$ cat config.mk
export PLATFORM = sky130hd
export DESIGN_NAME = oai21_toggle_sequencer
export DESIGN_NICKNAME = d
export VERILOG_FILES = /design/src/rtl/oai21_toggle_sequencer.sv
export SDC_FILE = /design/constraint.sdc
export NUM_CORES = 1
export LEC_CHECK = 0
export ABC_AREA = 1
export CORE_ASPECT_RATIO = 0.6
export CORE_UTILIZATION = 40
export CTS_CLUSTER_SIZE = 14
export DETAILED_ROUTE_END_ITERATION = 16
export PLACE_DENSITY = 0.63
export SYNTH_ARGS = -nofsm -noshare
export SYNTH_HDL_FRONTEND = slang
export SYNTH_SLANG_ARGS = --single-unit
$ cat constraint.sdc
create_clock -name CLK -period 3.4 [get_ports CLK]
set_input_delay 0.68 -clock CLK [delete_from_list [all_inputs] [get_ports CLK]]
set_output_delay 0.68 -clock CLK [all_outputs]
set_load 0.01 [all_outputs]
$ cat src/rtl/oai21_toggle_sequencer.sv
// oai21_toggle_sequencer: walks one OAI21 cell through Gray-coded input
// vectors, checks sampled QN and counts QN toggles and mismatches.
module oai21_toggle_sequencer #(
  parameter int DWELL_CYCLES = 4,
  parameter int REPS         = 16,
  parameter int CNT_W        = 16
) (
  input  logic             CLK,
  input  logic             RSTB,
  input  logic             START,
  input  logic             ABORT,
  input  logic             QN_OBS,
  output logic             IN1,
  output logic             IN2,
  output logic             IN3,
  output logic             BUSY,
  output logic             DONE,
  output logic             ERR,
  output logic [CNT_W-1:0] TOGGLE_CNT,
  output logic [CNT_W-1:0] ERR_CNT,
  output logic [2:0]       FIRST_ERR_VEC
);

  localparam int DW_W = $clog2(DWELL_CYCLES + 1);
  localparam int RP_W = $clog2(REPS + 1);
  localparam logic [DW_W-1:0] DW_LAST = DW_W'(DWELL_CYCLES - 1);
  localparam logic [RP_W-1:0] RP_LAST = RP_W'(REPS - 1);

  typedef enum logic [1:0] {
    IDLE,
    RUN,
    FIN
  } state_t;

  state_t           state, state_n;
  logic [2:0]       vec, vec_n;
  logic [2:0]       step, step_n;
  logic [DW_W-1:0]  dwell, dwell_n;
  logic [RP_W-1:0]  rep, rep_n;
  logic             prev_valid, prev_valid_n;
  logic             prev_qn, prev_qn_n;
  logic             err, err_n;
  logic [CNT_W-1:0] tog_cnt, tog_cnt_n;
  logic [CNT_W-1:0] err_cnt, err_cnt_n;
  logic [2:0]       first_vec, first_vec_n;

  logic       expected;
  logic       sample;
  logic       last;
  logic [2:0] step_inc;
  logic [2:0] gray_next;

  assign expected  = ~((vec[0] | vec[1]) & vec[2]);
  assign sample    = (dwell == DW_LAST);
  assign last      = sample && (step == 3'd7) && (rep == RP_LAST);
  assign step_inc  = step + 3'd1;
  assign gray_next = step_inc ^ (step_inc >> 1);

  // State and result registers; reset returns everything to zero.
  always_ff @(posedge CLK or negedge RSTB) begin
    if (!RSTB) begin
      state      <= IDLE;
      vec        <= '0;
      step       <= '0;
      dwell      <= '0;
      rep        <= '0;
      prev_valid <= 1'b0;
      prev_qn    <= 1'b0;
      err        <= 1'b0;
      tog_cnt    <= '0;
      err_cnt    <= '0;
      first_vec  <= '0;
    end else begin
      state      <= state_n;
      vec        <= vec_n;
      step       <= step_n;
      dwell      <= dwell_n;
      rep        <= rep_n;
      prev_valid <= prev_valid_n;
      prev_qn    <= prev_qn_n;
      err        <= err_n;
      tog_cnt    <= tog_cnt_n;
      err_cnt    <= err_cnt_n;
      first_vec  <= first_vec_n;
    end
  end

  // Next-state, vector sequencing, sampling and saturating counters.
  always_comb begin
    state_n      = state;
    vec_n        = vec;
    step_n       = step;
    dwell_n      = dwell;
    rep_n        = rep;
    prev_valid_n = prev_valid;
    prev_qn_n    = prev_qn;
    err_n        = err;
    tog_cnt_n    = tog_cnt;
    err_cnt_n    = err_cnt;
    first_vec_n  = first_vec;
    unique case (state)
      IDLE: begin
        if (START) begin
          state_n      = RUN;
          vec_n        = '0;
          step_n       = '0;
          dwell_n      = '0;
          rep_n        = '0;
          prev_valid_n = 1'b0;
          err_n        = 1'b0;
          tog_cnt_n    = '0;
          err_cnt_n    = '0;
          first_vec_n  = '0;
        end
      end
      RUN: begin
        unique case (1'b1)
          ABORT: begin
            state_n = IDLE;
            vec_n   = '0;
            step_n  = '0;
            dwell_n = '0;
            rep_n   = '0;
          end
          sample: begin
            if (QN_OBS != expected) begin
              err_n = 1'b1;
              if (!err) first_vec_n = vec;
              if (err_cnt != '1) err_cnt_n = err_cnt + 1'b1;
            end
            if (prev_valid && (QN_OBS != prev_qn)
                && (tog_cnt != '1))
              tog_cnt_n = tog_cnt + 1'b1;
            prev_qn_n    = QN_OBS;
            prev_valid_n = 1'b1;
            dwell_n      = '0;
            if (last) begin
              state_n = FIN;
              vec_n   = '0;
              step_n  = '0;
              rep_n   = '0;
            end else begin
              vec_n  = gray_next;
              step_n = step_inc;
              if (step == 3'd7) rep_n = rep + 1'b1;
            end
          end
          default: dwell_n = dwell + 1'b1;
        endcase
      end
      FIN:     state_n = IDLE;
      default: state_n = IDLE;
    endcase
  end

  assign {IN3, IN2, IN1} = vec;
  assign BUSY            = (state == RUN);
  assign DONE            = (state == FIN);
  assign ERR             = err;
  assign TOGGLE_CNT      = tog_cnt;
  assign ERR_CNT         = err_cnt;
  assign FIRST_ERR_VEC   = first_vec;

endmodule

==> Yosys cells after proc, flatten, opt, wreduce, memory -nomap -nowiden <==
Index checks and enable logic that the tools add are counted.
{ "classes": {"addsub": 5, "n_eq_ne": 18, "muxes": 36, "n_bitwise": 4, "n_reduce_logical": 17} }
{ "op_table": {"columns": ["cell", "n"], "rows": [
  ["16-bit 2-to-1 mux", 6],
  ["16-bit case mux with 2 select lines", 2],
  ["3-bit case mux with 2 select lines", 6],
  ["16-bit by 1-bit adder with 16-bit output (second input constant)", 2],
  ["16-bit != test (second input constant)", 2],
  ["3-bit 2-to-1 mux", 7],
  ["5-bit case mux with 2 select lines", 2],
  ["5-bit 2-to-1 mux", 3],
  ["4-bit AND reduction", 3],
  ["5-bit AND reduction", 2],
  ["3-bit AND reduction", 3],
  ["2-bit by 1-bit != test with 1-bit output (second input constant)", 4],
  ["2-bit case mux with 2 select lines", 2],
  ["3-bit by 1-bit adder with 3-bit output (second input constant)", 2],
  ["3-bit by 2-bit != test with 1-bit output (second input constant)", 2],
  ["5-bit by 1-bit adder with 5-bit output (second input constant)", 1],
  ["5-bit by 4-bit == test with 1-bit output (second input constant)", 1],
  ["1-bit logical AND", 4],
  ["1-bit 2-to-1 mux", 4],
  ["2-bit 2-to-1 mux", 2],
  ["2-bit != test (second input constant)", 2],
  ["4-bit by 2-bit != test with 1-bit output (second input constant)", 1],
  ["1-bit case mux with 2 select lines", 2],
  ["2-bit AND reduction", 2],
  ["12 further kinds", 13]
]} }
{ "totals": {"ff_bits": 54, "out_inout_bits": 41, "wordCells": 91} }

==> Longest topological paths before layout <==
Gate-level depths: netlist of run 1.
{ "logic_depth": {"depth_word": 7, "ltp_mapped": 11} }

==> Least setup slack after synthesis of run 1 <==
Ideal clock, no wire load.
{ "synth_path": {"kind": "register to output", "start": "reg state[0]", "end": "out BUSY", "arrival_time_ps": 1010, "t_required_ps": 2720, "slack_ps": 1710, "path_stages_with_launch": 5, "path_buffers": 2, "path_cell_list": "dfrtp_1 > inv_2 > nor2_2 > buf_4 > clkbuf_1"} }
{ "synth_between": {"elab_chain_len": 1} }
{ "synth_lines": {"columns": ["item", "line", "source"], "rows": [
  ["start: declaration", "35", "state_t state, state_n;"],
  ["start signal: assignment", "74", "state <= state_n;"],
  ["2-bit by 1-bit == test with 1-bit output", "157", "assign BUSY = (state == RUN);"],
  ["end: declaration", "16", "output logic BUSY,"]
]} }
No other way between the ends.

==> Worst setup path in the final report of run 1 <==
Ends and elaborated chain as after synthesis.

==> results.py, run 1 <==
metrics = {
    "power": {
        "p_leak_nw": 1.79,
        "combinationalPowerShare_pct": 25.4,
        "power.total_mw": 1.68,
        "pwr-share-clk_pct": 30.6,
        "p_switching_mw": 0.573,
        "seq_power_share_pct": 44.0,
        "power_density_mw_per_mm2": 437,
        "switching_share_pct": 34.1,
        "p_int_mw": 1.11,
        "ir_drop_uv": 201,
    },
    "clock_network": {
        "post_cts_buffers": 0,
        "cts_hold_buf": 0,
        "cts_root_buffer": "clkbuf_16",
        "cts_tree": "yes",
        "clk_path_buf_depth": 2,
        "insertion_delay_ns": 0.30,
        "clk_pin_slew_ns": 0.07,
        "clkSinkCount": 53,
        "htreeDepth": 2,
        "numCtsBuffers": 5,
        "ctsResizeCount": 0,
    },
    "placed_design": {
        "pre_cts_ws_ns": 0.955,
        "hpwl_um": 5430,
        "port_buffers": 45,
        "dp_cells": 588,
        "gp_routability_congestion": 0.881,
    },
    "floorplan": {
        "start_util_pct": 42.5,
        "boundaryPins": 46,
        "core_area_mm2": 0.00748,
        "die-area_mm2": 0.00831,
        "die_x_um": 117,
        "rows": 24,
        "die_h_um": 71.0,
    },
    "sta": {
        "rsz0062_at_grt": "false",
        "fin_crit_ns": 2.26,
        "setup_viol": 0,
        "hold_violations": 0,
        "slew_headroom_pct": 60.0,
        "fin_setup_tns_ns": 0,
        "fin_crit_sh_pct": 66.5,
        "finalMaxSlewViolations": 0,
        "fmax_mhz": 442,
        "tightest_slew_ns": 0.594,
        "skew_ns": 0.00793,
        "timing.final.ws_setup_ns": 1.14,
    },
    "final_layout": {
        "multi_input_area_mm2": 0.00165,
        "syn_to_final_growth_pct": 21.4,
        "final_cell_mix": "nand2_1 (163), nor2_1 (59), dfrtp_1 (53)",
        "fill_cells": 744,
        "regArea_mm2": 0.00133,
        "finalNonFillerCells": 596,
        "layout.nets": 503,
        "diodes": 0,
        "final_common_cell": "nand2_1",
        "drive_gt1_share_pct": 7.11,
    },
    "global_route": {
        "grt_max_degree": 33,
        "grt_overflow": 0,
        "grt_usage_pct": 19.9,
        "grt_pass1_wl_um": 12700,
        "antenna_found_initial": 0,
        "grt_pass1_vias": 2602,
    },
    "route": {
        "drc": 0,
        "wirelength_um": 7460,
        "vias": 2880,
        "vias_per_cell": 4.83,
        "drt_iter0_drc": 211,
        "drtPass1Iterations": 4,
        "wl_per_cell_um": 12.5,
        "ant_nets": 0,
    },
    "synth": {
        "ys_types": 31,
        "ys.flop_type": "dfrtp_1",
        "ys_seq_area_share_pct": 41.8,
        "ys_top_cells_by_area": "dfrtp_1 (42%), nand2_1 (19%), nor2_1 (7.0%)",
        "ys_seq_elements": 53,
        "yosysWarnings": 0,
        "synth_area_mm2": 0.00318,
        "async_flop_share_pct": 100,
        "syn_area_per_cell_um2": 7.15,
        "synthCells": 444,
        "syn_nets": 456,
        "synth_enable_flop_cells": 0,
        "synth_top_area_share_pct": 41.8,
        "yosysTopAreaCell": "dfrtp_1",
    },
    "setup_path": {
        "end_kind": "output pin",
        "start_kind": "flip-flop",
        "critPathKind": "flip-flop to output pin",
        "crit_arrival_ns": 1.58,
        "required_ns": 2.72,
        "regToRegEndpoint": "ERR_CNT[8]",
        "cp_max_fo": 5,
        "r2r_cells": 9,
        "rrSetupSlack_ns": 1.34,
        "timing.rr.start": "dwell[0]",
    },
    "run_status": {
        "status": "finished clean",
    },
    "job": {
        "drv_cap": 0,
    },
    "hold_path": {
        "hp-class": "primary input to asynchronous set/reset pin",
    },
}
stage by stage:
stage / util [%] / hold slack, ns / instance area [µm²]
floorplan: - / 0.384 / 3180
global placement: 49.6 / 0.468 / 3710
detailed placement: 49.6 / 0.469 / 3710
CTS: 51.6 / 0.368 / 3860
global route: 51.6 / 0.380 / 3860
finish: 51.6 / 0.344 / 3860
how the worst max path moves through the flow:
stage / slack [ns] / endpoint / cells after the start / start
2_1_floorplan: 1.71 / BUSY / 4 / state[0]
3_3_place_gp: 0.98 / ERR_CNT[2] / 8 / START
3_5_place_dp: 0.95 / ERR_CNT[8] / 8 / START
4_1_cts: 1.11 / BUSY / 3 / state[0]
5_1_grt: 1.04 / BUSY / 3 / state[0]
6_report: 1.14 / BUSY / 3 / state[0]
synthesized netlist by cell type, drive strengths merged, types with 2 or more instances:
master and number:
nand3 43, buf 6, o21bai 5, nor3 2, ha 7, o22ai 2, o21ai 22, inv 40
a21oi 7, nand2 173, dfrtp 53, nand4 3, xor2 5, nor2 67, xnor2 4
sequential cells by signal, summed over array words and instances, names as in the netlist:
name and flops:
prev_valid 1, ERR 1, prev_qn 1, FIRST_ERR_VEC 3
ERR_CNT 16, rep 5, state 2, vec 3
dwell 3, step 2, TOGGLE_CNT 16
layout make-up:
type / instances / share of cell area [%]
multi-input combinational: 344 / 42.7
clock buffer: 6 / 3.34
inverter: 40 / 3.89
sequential: 53 / 34.4
tap: 104 / 3.37
clock inverter: 2 / 0.389
timing repair buffer: 47 / 11.9
worst max-delay path, cell delays in order (launching register included):
cell and delay (ns):
dfrtp_1 0.41, inv_2 0.06, nor2_2 0.23, clkdlybuf4s50_1 0.59
kinds of logic after synthesis:
kind of cell	share of synthesized area, %
simple gates	38.9
flops	41.8
buf+inv	6.42
compound gates	7.64
xor+xnor	2.48
fa+ha+maj	2.76
power by group through the flow:
stage | Sequential [mW] | Combinational, mW | Clock (mW)
CTS | 0.741 | 0.434 | 0.529
detailed placement | 0.753 | 0.433 | 0
global placement | 0.751 | 0.426 | 0
global route | 0.750 | 0.482 | 0.554
finish | 0.741 | 0.428 | 0.515
floorplan | 0.756 | 0.280 | 0
routing by layer:
layer | GRT usage, % | up-vias | wire [µm]
met5 | 0 | - | 0
met2 | 28.6 | 80 | 3130
li1 | - | 1493 | -
met1 | 29.7 | 1303 | 3860
met3 | 4.63 | 4 | 422
met4 | 5.91 | 0 | 45
(Power assumes the default switching activity.)
==> inputs of run 2 (changes only) <==
- PLACE_DENSITY: 0.63 -> 0.65
- clock period: 3.4 -> 1.9 ns (I/O delays scaled with it)
==> run 2 against run 1 <==
Utilization grew 2.0 points. Clock power increased by 110%. Flip-flop and latch count is the same. Register-to-register slack got worse by 1.1 ns. Non-clock buffer count increased by 7. First-iteration DRC count increased by 8.1%. Via count increased by 1.5%. Setup slack worse by 1.0 ns. Clock-buffer cell count unchanged. Global-route usage about the same. Final area up 3.8%. Sequential power grew 78%. Critical path type unchanged. Largest cell class unchanged.
==> results.py, run 2 (synthesis results as in run 1) <==
metrics = {
    "setup_path": {
        "crit_path_max_incr_delay_ns": 0.53,
        "cp_max_fo": 4,
        "crit_arrival_ns": 1.42,
        "timing.rr.start": "dwell[0]",
        "rrSetupSlack_ns": 0.21,
        "crit_chain": "inv_1, nor2_1, clkdlybuf4s50_1",
        "end_kind": "output pin",
        "critPathKind": "flip-flop to output pin",
        "required_ns": 1.52,
        "start_kind": "flip-flop",
        "crit_slowest_cell": "clkdlybuf4s50_1",
        "r2r_cells": 8,
        "regToRegEndpoint": "rep[2]",
    },
    "sta": {
        "hold_violations": 0,
        "fin_crit_ns": 1.80,
        "slew_headroom_pct": 58.4,
        "setup_viol": 0,
        "timing.final.ws_setup_ns": 0.102,
        "fin_crit_sh_pct": 94.6,
        "rsz0062_at_grt": "false",
        "skew_ns": 0.00866,
        "finalMaxSlewViolations": 0,
        "tightest_slew_ns": 0.618,
        "fmax_mhz": 556,
    },
    "route": {
        "wl_met2_um": 2980,
        "wl_per_cell_um": 12.5,
        "wl_met3_um": 372,
        "drtPass1Iterations": 4,
        "ant_nets": 0,
        "wirelength_um": 7520,
        "vias": 2924,
        "drt-met1-wl_um": 4100,
        "drc": 0,
        "drt_iter0_drc": 228,
        "vias_per_cell": 4.85,
        "top_layer_used": "met4",
    },
    "placed_design": {
        "dp_cells": 595,
        "pre_cts_ws_ns": -0.0370,
        "hpwl_um": 5500,
        "gp_routability_congestion": 0.848,
        "port_buffers": 45,
    },
    "global_route": {
        "antenna_found_initial": 0,
        "grt_pass1_vias": 2675,
        "grt_pass1_wl_um": 12900,
        "grt_max_degree": 54,
        "grt_usage_pct": 20.0,
        "grt_overflow": 0,
    },
    "final_layout": {
        "fill_cells": 729,
        "syn_to_final_growth_pct": 26.0,
        "multi_input_area_mm2": 0.00166,
        "diodes": 0,
        "final_util_pct": 53.5,
        "drive_gt1_share_pct": 9.02,
        "final_common_cell": "nand2_1",
        "finalNonFillerCells": 603,
        "regArea_mm2": 0.00133,
        "layout.nets": 510,
        "final_cell_mix": "nand2_1 (162), nor2_1 (59), dfrtp_1 (53)",
    },
    "clock_network": {
        "cts_tree": "yes",
        "clk_path_buf_depth": 2,
        "clkSinkCount": 53,
        "htreeDepth": 2,
        "cts_root_buffer": "clkbuf_16",
        "cts_hold_buf": 0,
        "numCtsBuffers": 5,
        "insertion_delay_ns": 0.30,
        "clk_pin_slew_ns": 0.07,
    },
    "floorplan": {
        "boundaryPins": 46,
        "start_util_pct": 42.5,
        "rows": 24,
        "die_x_um": 117,
        "core_area_mm2": 0.00748,
        "die_h_um": 71.0,
        "die-area_mm2": 0.00831,
    },
    "power": {
        "ir_drop_uv": 593,
        "p_leak_nw": 1.87,
        "power_density_mw_per_mm2": 820,
    },
    "run_status": {
        "status": "finished clean",
    },
    "hold_path": {
        "hp-class": "primary input to asynchronous set/reset pin",
    },
    "job": {
        "drv_cap": 0,
    },
}
[run 2: changes by cell type in the layout (fill, tap and decap cells not counted), moves of 2 or more]
cell and change:
buf_12 +4, buf_4 +3, nor2_2 -2, nor2_4 +2
[run 2: where the power goes]
group,internal [mW],switching (mW),total (mW)
Combinational,0.355,0.513,0.867
Clock,0.659,0.433,1.09
Sequential,1.22,0.102,1.32
Total,2.23,1.05,3.28
[run 2: stage by stage]
| step | hold WS (ns) | area [µm²] | TNS [ns] | power, mW |
|---|---|---|---|---|
| after floorplan | 0.0844 | 3180 | 0 | 1.85 |
| after global placement | 0.403 | 3810 | 0 | 2.20 |
| after detailed placement | 0.402 | 3810 | -0.163 | 2.22 |
| after CTS | 0.0785 | 4000 | 0 | 3.32 |
| after global routing | 0.0905 | 4000 | 0 | 3.47 |
| final | 0.0673 | 4000 | 0 | 3.28 |
[run 2: final cells by class]
| type | instances | area share [%] |
|---|---|---|
| Clock inverter | 2 | 0.938 |
| Tap cell | 104 | 3.25 |
| Timing Repair Buffer | 54 | 14.0 |
| Sequential cell | 53 | 33.1 |
| Inverter | 40 | 3.75 |
| Clock buffer | 6 | 3.47 |
| Multi-Input combinational cell | 344 | 41.4 |
[run 2: worst max-delay path by stage]
stage | endpoint | slack, ns | cells past startpoint | startpoint
global placement | TOGGLE_CNT[11] | 0.01 | 8 | QN_OBS
finish | DONE | 0.10 | 3 | state[1]
global route | DONE | 0.02 | 3 | state[1]
CTS | DONE | 0.08 | 3 | state[1]
floorplan | TOGGLE_CNT[10] | 0.27 | 10 | TOGGLE_CNT[0]
detailed placement | rep[0] | -0.04 | 6 | START
[run 2: routing by layer]
layer  vias to the layer above  global-route usage (%)
met5                         -                       0
met4                         0                    5.77
met3                         5                    4.46
met2                        59                    27.2
met1                      1342                    31.1
li1                       1518                       -
[run 2: worst max-delay path: cells and delay by family, from the launching register on]
kind / cells / cell delay [ns]
buf+inv: 2 / 0.63
flops: 1 / 0.40
simple gates: 1 / 0.09
[run 2: timing repair]
item                       CTS  global route
buffers inserted             0             0
resized for setup            2             3
setup endpoints to repair    1             3
pin swaps                    0             0
